===== src/rtl/sync_fifo.sv =====
// Single-clock FIFO with registered read data, one-cycle status pulses
// (write acknowledge, overflow, underflow) and count-decoded level flags.
// The depth does not have to be a power of two because the pointers wrap explicitly.
module sync_fifo #(
  parameter int unsigned FIFO_WIDTH = 16,
  parameter int unsigned FIFO_DEPTH = 8
) (
  input  logic                  clk,
  input  logic                  rst_n,
  input  logic [FIFO_WIDTH-1:0] data_in,
  input  logic                  wr_en,
  input  logic                  rd_en,
  output logic [FIFO_WIDTH-1:0] data_out,
  output logic                  wr_ack,
  output logic                  overflow,
  output logic                  underflow,
  output logic                  full,
  output logic                  empty,
  output logic                  almostfull,
  output logic                  almostempty
);

  localparam int unsigned PtrW = $clog2(FIFO_DEPTH);
  localparam int unsigned CntW = PtrW + 1;

  localparam logic [PtrW-1:0] LastPtr  = PtrW'(FIFO_DEPTH - 1);
  localparam logic [CntW-1:0] CntFull  = CntW'(FIFO_DEPTH);
  localparam logic [CntW-1:0] CntAFull = CntW'(FIFO_DEPTH - 1);
  localparam logic [CntW-1:0] CntOne   = CntW'(1);

  logic [FIFO_WIDTH-1:0] mem [FIFO_DEPTH];

  logic [PtrW-1:0] wr_ptr_q, wr_ptr_d;
  logic [PtrW-1:0] rd_ptr_q, rd_ptr_d;
  logic [CntW-1:0] count_q, count_d;

  logic wr_accept;
  logic rd_accept;

  // Level flags decoded from the count as it stood at the start of the cycle
  always_comb begin
    full        = (count_q == CntFull);
    empty       = (count_q == '0);
    almostfull  = (count_q == CntAFull);
    almostempty = (count_q == CntOne);
  end

  // Accept decisions and next-state for pointers and occupancy
  always_comb begin
    wr_accept = wr_en && !full;
    rd_accept = rd_en && !empty;

    wr_ptr_d = wr_ptr_q;
    if (wr_accept) begin
      wr_ptr_d = (wr_ptr_q == LastPtr) ? '0 : wr_ptr_q + PtrW'(1);
    end

    rd_ptr_d = rd_ptr_q;
    if (rd_accept) begin
      rd_ptr_d = (rd_ptr_q == LastPtr) ? '0 : rd_ptr_q + PtrW'(1);
    end

    count_d = count_q;
    unique case ({wr_accept, rd_accept})
      2'b10:   count_d = count_q + CntW'(1);
      2'b01:   count_d = count_q - CntW'(1);
      default: count_d = count_q;
    endcase
  end

  // Storage array; not cleared by reset, and a write issued during reset is dropped
  always_ff @(posedge clk) begin
    if (rst_n && wr_accept) begin
      mem[wr_ptr_q] <= data_in;
    end
  end

  // Pointers, occupancy, read data and status pulses
  always_ff @(posedge clk) begin
    if (!rst_n) begin
      wr_ptr_q  <= '0;
      rd_ptr_q  <= '0;
      count_q   <= '0;
      data_out  <= '0;
      wr_ack    <= 1'b0;
      overflow  <= 1'b0;
      underflow <= 1'b0;
    end else begin
      wr_ptr_q  <= wr_ptr_d;
      rd_ptr_q  <= rd_ptr_d;
      count_q   <= count_d;
      wr_ack    <= wr_accept;
      overflow  <= wr_en && full;
      underflow <= rd_en && empty;
      if (rd_accept) begin
        data_out <= mem[rd_ptr_q];
      end
    end
  end

endmodule


===== config.mk =====
export PLATFORM = sky130hd
export DESIGN_NAME = sync_fifo
export DESIGN_NICKNAME = d
export VERILOG_FILES = /design/src/rtl/sync_fifo.sv
export SDC_FILE = /design/constraint.sdc
export NUM_CORES = 1
export LEC_CHECK = 0
export BUFFER_PORTS_ARGS = -buffer_cell sky130_fd_sc_hd__buf_2
export CAP_MARGIN = 30
export CORE_ASPECT_RATIO = 0.6
export CORE_MARGIN = 2
export CORE_UTILIZATION = 55
export CTS_BUF_LIST = sky130_fd_sc_hd__clkbuf_4 sky130_fd_sc_hd__clkbuf_8 sky130_fd_sc_hd__clkbuf_16
export DETAILED_ROUTE_END_ITERATION = 12
export PLACE_DENSITY = 0.77
export RECOVER_POWER = 50
export SYNTH_ARGS = -nofsm -noshare
export SYNTH_HDL_FRONTEND = slang
export SYNTH_SLANG_ARGS = --single-unit

===== constraint.sdc =====
create_clock -name clk -period 4.2 [get_ports clk]
set_input_delay 0.63 -clock clk [delete_from_list [all_inputs] [get_ports clk]]
set_output_delay 0.63 -clock clk [all_outputs]
set_load 0.02 [all_outputs]

==> results of run 1 <==
[state kept, by name (all words and copies together), names as in the netlist]
register   flops
mem          128
data_out      16
count_q        4
rd_ptr_q       3
wr_ptr_q       3
overflow       1
underflow      1
wr_ack         1
[how the worst max path moves through the flow]
stage / start / end / slack (ns) / cells past startpoint
2_1_floorplan: count_q[0] / mem[0][0] / 1.56 / 6
3_3_place_gp: count_q[0] / count_q[3] / 1.79 / 10
3_5_place_dp: count_q[0] / count_q[3] / 1.69 / 10
4_1_cts: count_q[0] / count_q[3] / 1.67 / 10
5_1_grt: count_q[0] / count_q[3] / 1.50 / 10
6_report: count_q[0] / count_q[3] / 1.64 / 10
[cells in the mapped netlist, types with 2 or more instances]
master | number | area [um2]
edfxtp_1 | 128 | 3840
mux2i_1 | 33 | 330
mux2_2 | 30 | 338
dfxtp_1 | 29 | 581
nand2_1 | 28 | 105
a22o_1 | 15 | 131
o22ai_1 | 15 | 93.8
o31ai_1 | 15 | 113
buf_2 | 8 | 40.0
ha_1 | 8 | 100
nor2_1 | 8 | 30.0
a21boi_0 | 7 | 52.6
inv_1 | 5 | 18.8
nand2b_1 | 4 | 25.0
a21oi_1 | 3 | 15.0
and2_1 | 3 | 18.8
and3_1 | 3 | 18.8
buf_6 | 3 | 33.8
clkbuf_1 | 3 | 11.3
nand4b_1 | 3 | 26.3
nor2b_1 | 3 | 18.8
or3_1 | 3 | 18.8
buf_1 | 2 | 7.51
buf_4 | 2 | 15.0
nand3_1 | 2 | 10.0
nor3_1 | 2 | 10.0
o21ai_0 | 2 | 10.0
xnor2_1 | 2 | 17.5
[cells in the final DEF (no fill, tap or decap), types with 4 or more instances in the layout]
| master | instances |
|---|---|
| o22ai_1 | 15 |
| buf_4 | 8 |
| a21boi_0 | 7 |
| buf_2 | 7 |
| a22o_1 | 15 |
| dfxtp_1 | 28 |
| clkbuf_1 | 35 |
| nor2_1 | 7 |
| nand2b_1 | 4 |
| mux2i_1 | 33 |
| nand2_1 | 28 |
| clkbuf_16 | 17 |
| inv_6 | 6 |
| ha_1 | 8 |
| inv_1 | 5 |
| edfxtp_1 | 128 |
| o31ai_1 | 15 |
| mux2_2 | 30 |
[critical path: cells and delay by family, from the launching register on]
family	cells	cell delay [ns]
fa+ha+maj	2	0.46
xor+xnor	1	0.08
compound gates	1	0.20
flops	1	0.44
buf+inv	2	0.17
simple gates	4	1.09
[report_power, final]
group,switching (W),leakage [nW],internal [W]
logic,0.000422,0.684,0.000316
clock network,0.000617,0.296,0.000953
registers,0.0000690,1.39,0.00177
[metal layers]
layer | vias to the layer above | wire, um | global-route usage
met5 | - | 0 | 0
met4 | 0 | 80 | 0.0643
met3 | 9 | 1050 | 0.0570
met2 | 120 | 5790 | 0.344
met1 | 1655 | 5190 | 0.300
li1 | 1579 | - | -
[logic make-up after synthesis]
logic type / count (synthesis) / synth area share
flip-flops: 157 / 0.722
buffers and inverters: 23 / 0.0206
AO/OA/AOI/OAI: 61 / 0.0751
XOR/XNOR: 3 / 0.00429
AND/OR/NAND/NOR: 64 / 0.0531
adder cells (fa/ha/maj): 8 / 0.0163
multiplexers: 63 / 0.109
[final cells by class]
class	instances	area, um2
Clock buffer	18	433
Clock inverter	14	180
Fill cell	723	3620
Inverter	5	18.8
Multi-Input combinational cell	199	1600
Sequential cell	157	4430
Tap cell	139	174
Timing Repair Buffer	51	254
[per-stage QoR]
step	instance area, um2	hold slack, ns	setup WS (ns)
floorplan	6130	0.477	1.56
global placement	6490	0.431	1.79
detailed placement	6490	0.444	1.69
CTS	7100	0.459	1.67
global route	7080	0.484	1.50
finish	7080	0.459	1.64
==> impl_metrics.py, run 1 <==
metrics = {
    "outcome": {
        "status": "complete, no violations",
    },
    "setup_path": {
        "cp-start-kind": "register",
        "critPathCaptureType": "register",
        "crit_fanout": 6,
        "crit_path_top_delay_cell": "or4b_1",
        "r2r-start": "count_q[0]",
        "critPathKind": "register to register",
        "worstPathCellList": "inv_1 > ha_1 > or3b_1 > nand2_1 > inv_1 > ha_1 > or4b_1 > a21oi_1 > xor2_1 > and2_1",
        "max_stage_delay_ns": 0.45,
        "crit_arrival_ns": 2.87,
        "cp.required_ns": 4.51,
        "r2r_setup_slack_ns": 1.64,
        "reg2reg_depth": 10,
        "r2r_end": "count_q[3]",
    },
    "timing": {
        "layout_min_cycle_time_ns": 2.56,
        "setup_viol_count_final": 0,
        "relSlewSlack": 0.359,
        "max_clock_freq_mhz": 391,
        "setup_tns_ns": 0,
        "slew_violations": 0,
        "post-route-period-util": 0.610,
        "hold_viol_final": 0,
        "worstMarginPinSlew_ns": 0.962,
        "rsz0062_at_grt": "no",
        "clock_skew_ns": 0.0149,
    },
    "cts": {
        "clockBufferDepth": 2,
        "cts_buffers": 17,
        "clkLatencyLatePin_ns": 0.41,
        "htreeDepth": 4,
        "cts.clk_slew.worst_paths_ns": 0.06,
        "postCtsSetupBuffers": 0,
        "hold_buffers": 0,
        "cts_root_buf": "clkbuf_16",
        "clock_sinks": 157,
        "cts_resized": 0,
        "cts_tree": "done",
    },
    "global_routing": {
        "grt.total_usage": 0.216,
        "grt_pass1_vias": 3393,
        "antenna_found_initial": 0,
        "grt_pass1_wl_um": 18900,
        "grt_start_max_net_pins": 70,
        "grt_overflow": 0,
    },
    "floorplan": {
        "start_util": 0.573,
        "die_height_um": 85.8,
        "rows": 29,
        "die_w_um": 140,
        "core_region_area_um2": 10700,
        "pin_count": 43,
        "die_area_um2": 12000,
    },
    "synth": {
        "ys_ff_latch": 157,
        "synth_edf_count": 128,
        "yosys_warnings": 0,
        "synth_fp_nets": 407,
        "async_reset_ff_frac": 0,
        "synth_area_um2": 6130,
        "postSynthCellCount": 379,
        "yosys.cell_types.count": 38,
        "synth.yosys.seq_area_share": 0.722,
        "synth.avg_cell_area_um2": 16.2,
        "synthFlopType": "edfxtp_1",
    },
    "finish": {
        "final_layout_size_suffix_gt1_frac": 0.191,
        "area_delta_synth_final_pct": 15.5,
        "diodes": 0,
        "fin_nets": 459,
        "fin_util": 0.662,
        "fin_cells": 583,
    },
    "drt": {
        "postRouteAntennaNets": 0,
        "routed_wl_um": 12100,
        "vias": 3363,
        "drc": 0,
        "avgViaCountPerCell": 5.77,
        "first_pass_iters": 6,
        "post_drt_wl_per_cell_um": 20.8,
        "initialDrtViolationCount": 330,
    },
    "placement": {
        "place_inst": 550,
        "numPortBuffers": 42,
        "routabilityCongestion": 0.769,
        "dp_hpwl_um": 6730,
    },
    "pwr": {
        "vdd_drop_max_v": 0.000384,
        "power.total_w": 0.00415,
        "p_per_area_nw_per_um2": 586,
        "power.leakage_nw": 2.37,
    },
    "worst_hold_path": {
        "hold_depth": 2,
        "worstHoldPathType": "register to register",
        "worstHoldStart": "data_out[5]",
        "hold_end": "data_out[5]",
    },
    "flow_run": {
        "maxCapViolCount": 0,
    },
}
Note: power is estimated with default switching activity, not from simulation.
==> run 2, diff against run 1 <==
Settings changed: CORE_UTILIZATION 55 to 54, PLACE_DENSITY 0.77 to 0.78.
Clock period 4.2 ns to 2.3 ns, I/O delays scaled along.
==> impl_metrics.py, run 2 (synthesized netlist as in run 1, its figures left out) <==
metrics = {
    "timing": {
        "slew_violations": 0,
        "layout_min_cycle_time_ns": 2.18,
        "relSlewSlack": 0.461,
        "max_clock_freq_mhz": 458,
        "hold_viol_final": 0,
        "post-route-period-util": 0.949,
        "clock_skew_ns": 0.0115,
        "worstMarginPinSlew_ns": 0.809,
        "setup_viol_count_final": 0,
        "hold-worst-slack_ns": 0.244,
        "setup_tns_ns": 0,
        "finalWorstSetupSlack_ns": 0.118,
    },
    "pwr": {
        "clock_power_share": 0.383,
        "power.total_w": 0.00776,
        "p_per_area_nw_per_um2": 1070,
        "p_int_w": 0.00577,
        "p_comb_frac": 0.182,
        "vdd_drop_max_v": 0.000661,
        "power.leakage_nw": 2.45,
        "p_sw_frac": 0.256,
        "seq_power_share": 0.435,
        "p_switching_w": 0.00199,
    },
    "cts": {
        "cts_root_buf": "clkbuf_16",
        "hold_buffers": 0,
        "clockBufferDepth": 2,
        "clkLatencyLatePin_ns": 0.42,
        "clock_sinks": 157,
        "cts.clk_slew.worst_paths_ns": 0.06,
        "cts_tree": "done",
        "htreeDepth": 4,
        "cts_buffers": 17,
    },
    "drt": {
        "avgViaCountPerCell": 5.76,
        "first_pass_iters": 4,
        "postRouteAntennaNets": 0,
        "routed_wl_um": 12200,
        "drc": 0,
        "vias": 3453,
        "initialDrtViolationCount": 224,
        "post_drt_wl_per_cell_um": 20.3,
    },
    "finish": {
        "largest_register_ffs": 128,
        "layout.area.seq_um2": 4430,
        "multiInputGateArea_um2": 1600,
        "regMostFlops": "mem",
        "nFillCells": 785,
        "final_common_cell": "edfxtp_1",
        "final_layout_size_suffix_gt1_frac": 0.215,
        "diodes": 0,
        "final_cell_mix": "128 x edfxtp_1, 36 x clkbuf_1, 33 x mux2i_1",
        "top_regs": "mem (128), data_out (16), count_q (4)",
        "area_delta_synth_final_pct": 18.2,
        "fin_nets": 472,
    },
    "worst_hold_path": {
        "hold_end": "overflow",
        "hold_depth": 2,
        "worstHoldStart": "wr_en",
        "worstHoldPathType": "input port to register",
    },
    "setup_path": {
        "r2r-start": "count_q[0]",
        "max_stage_delay_ns": 0.39,
        "cpMostUsedCell": "buf_4",
        "crit_buf_inv": 3,
        "cp.required_ns": 2.41,
        "reg2reg_depth": 8,
        "r2r_end": "mem[4][9]",
        "crit_path_top_delay_cell": "dfxtp_2",
        "crit_fanout": 10,
        "critPathKind": "register to register",
        "cp-start-kind": "register",
        "worstPathCellList": "inv_1 > ha_1 > nand3b_1 > buf_4 > and3_1 > nand2b_1 > nor2_1 > buf_4",
        "r2r_setup_slack_ns": 0.12,
        "critPathCaptureType": "register",
        "cp_top_family": "simple AND/OR/NAND/NOR gates",
        "crit_arrival_ns": 2.30,
    },
    "placement": {
        "numPortBuffers": 42,
        "dp_hpwl_um": 7050,
        "pre_cts_ws_ns": 0.0529,
        "routabilityCongestion": 0.773,
    },
    "global_routing": {
        "grt.total_usage": 0.215,
        "grt_pass1_vias": 3478,
        "grt_start_max_net_pins": 35,
        "antenna_found_initial": 0,
        "grt_pass1_wl_um": 19000,
        "grt_overflow": 0,
    },
    "floorplan": {
        "rows": 30,
        "core_region_area_um2": 11200,
        "die_area_um2": 12200,
        "die_height_um": 86.5,
        "start_util": 0.548,
        "pin_count": 43,
        "die_w_um": 142,
    },
    "outcome": {
        "status": "complete, no violations",
    },
    "flow_run": {
        "maxCapViolCount": 0,
    },
}
-- run 2: changes by cell type in the layout (fill, tap and decap cells not counted), moves of 2 or more --
| cell | before | now |
|---|---|---|
| buf_4 | 8 | 15 |
| buf_12 | 0 | 5 |
| inv_6 | 6 | 1 |
| clkbuf_8 | 0 | 3 |
| dfxtp_2 | 0 | 3 |
| clkinv_4 | 2 | 0 |
| dfxtp_1 | 28 | 26 |
-- run 2: area by class of cell --
class                           count  area share
Clock buffer                       21      0.0654
Clock inverter                     10      0.0223
Multi-Input combinational cell    199       0.220
Inverter                            5     0.00259
Sequential cell                   157       0.611
Tap cell                          144      0.0249
Timing Repair Buffer               64      0.0539
-- run 2: how the worst max path moves through the flow --
stage,from,to,slack (ns),depth (start not counted)
2_1_floorplan,count_q[0],count_q[3],0.08,11
6_report,count_q[0],mem[4][9],0.12,8
4_1_cts,count_q[0],count_q[3],0.04,10
3_5_place_dp,count_q[0],count_q[3],0.05,10
5_1_grt,count_q[0],count_q[3],-0.0004,10
3_3_place_gp,count_q[0],count_q[3],0.15,10
-- run 2: power by group through the flow --
stage / clock network, W / logic, W / registers [W]
2_1_floorplan: 0 / 0.000990 / 0.00347
3_3_place_gp: 0 / 0.00139 / 0.00342
3_5_place_dp: 0 / 0.00143 / 0.00343
4_1_cts: 0.00301 / 0.00145 / 0.00337
5_1_grt: 0.00314 / 0.00154 / 0.00340
6_report: 0.00297 / 0.00141 / 0.00338
-- run 2: layer usage --
metal	vias up	track usage	part of all wire
met5	-	0	0
met4	0	0.0800	0.011
met3	13	0.0569	0.060
met2	98	0.350	0.49
met1	1743	0.282	0.44
li1	1599	-	-
-- run 2: metrics by stage --
| stage | util | area [um2] | instances |
|---|---|---|---|
| floorplan | - | 6140 | 379 |
| global placement | 0.593 | 6640 | 567 |
| detailed placement | 0.593 | 6640 | 567 |
| CTS | 0.650 | 7270 | 598 |
| global route | 0.648 | 7250 | 600 |
| finish | 0.648 | 7250 | 600 |
-- run 2: worst register-to-register path, delay by kind of cell, from the launching register on --
kind / cells / cell delay [ns]
buffers and inverters: 3 / 0.49
AND/OR/NAND/NOR: 4 / 0.79
flip-flops: 1 / 0.39
adder cells (fa/ha/maj): 1 / 0.22
-- run 2: what timing repair did --
action / CTS / global route
setup buffers: 0 / 2
setup endpoints to repair: 0 / 2
hold endpoints to repair: 0 / 0
gates resized for setup: 0 / 4
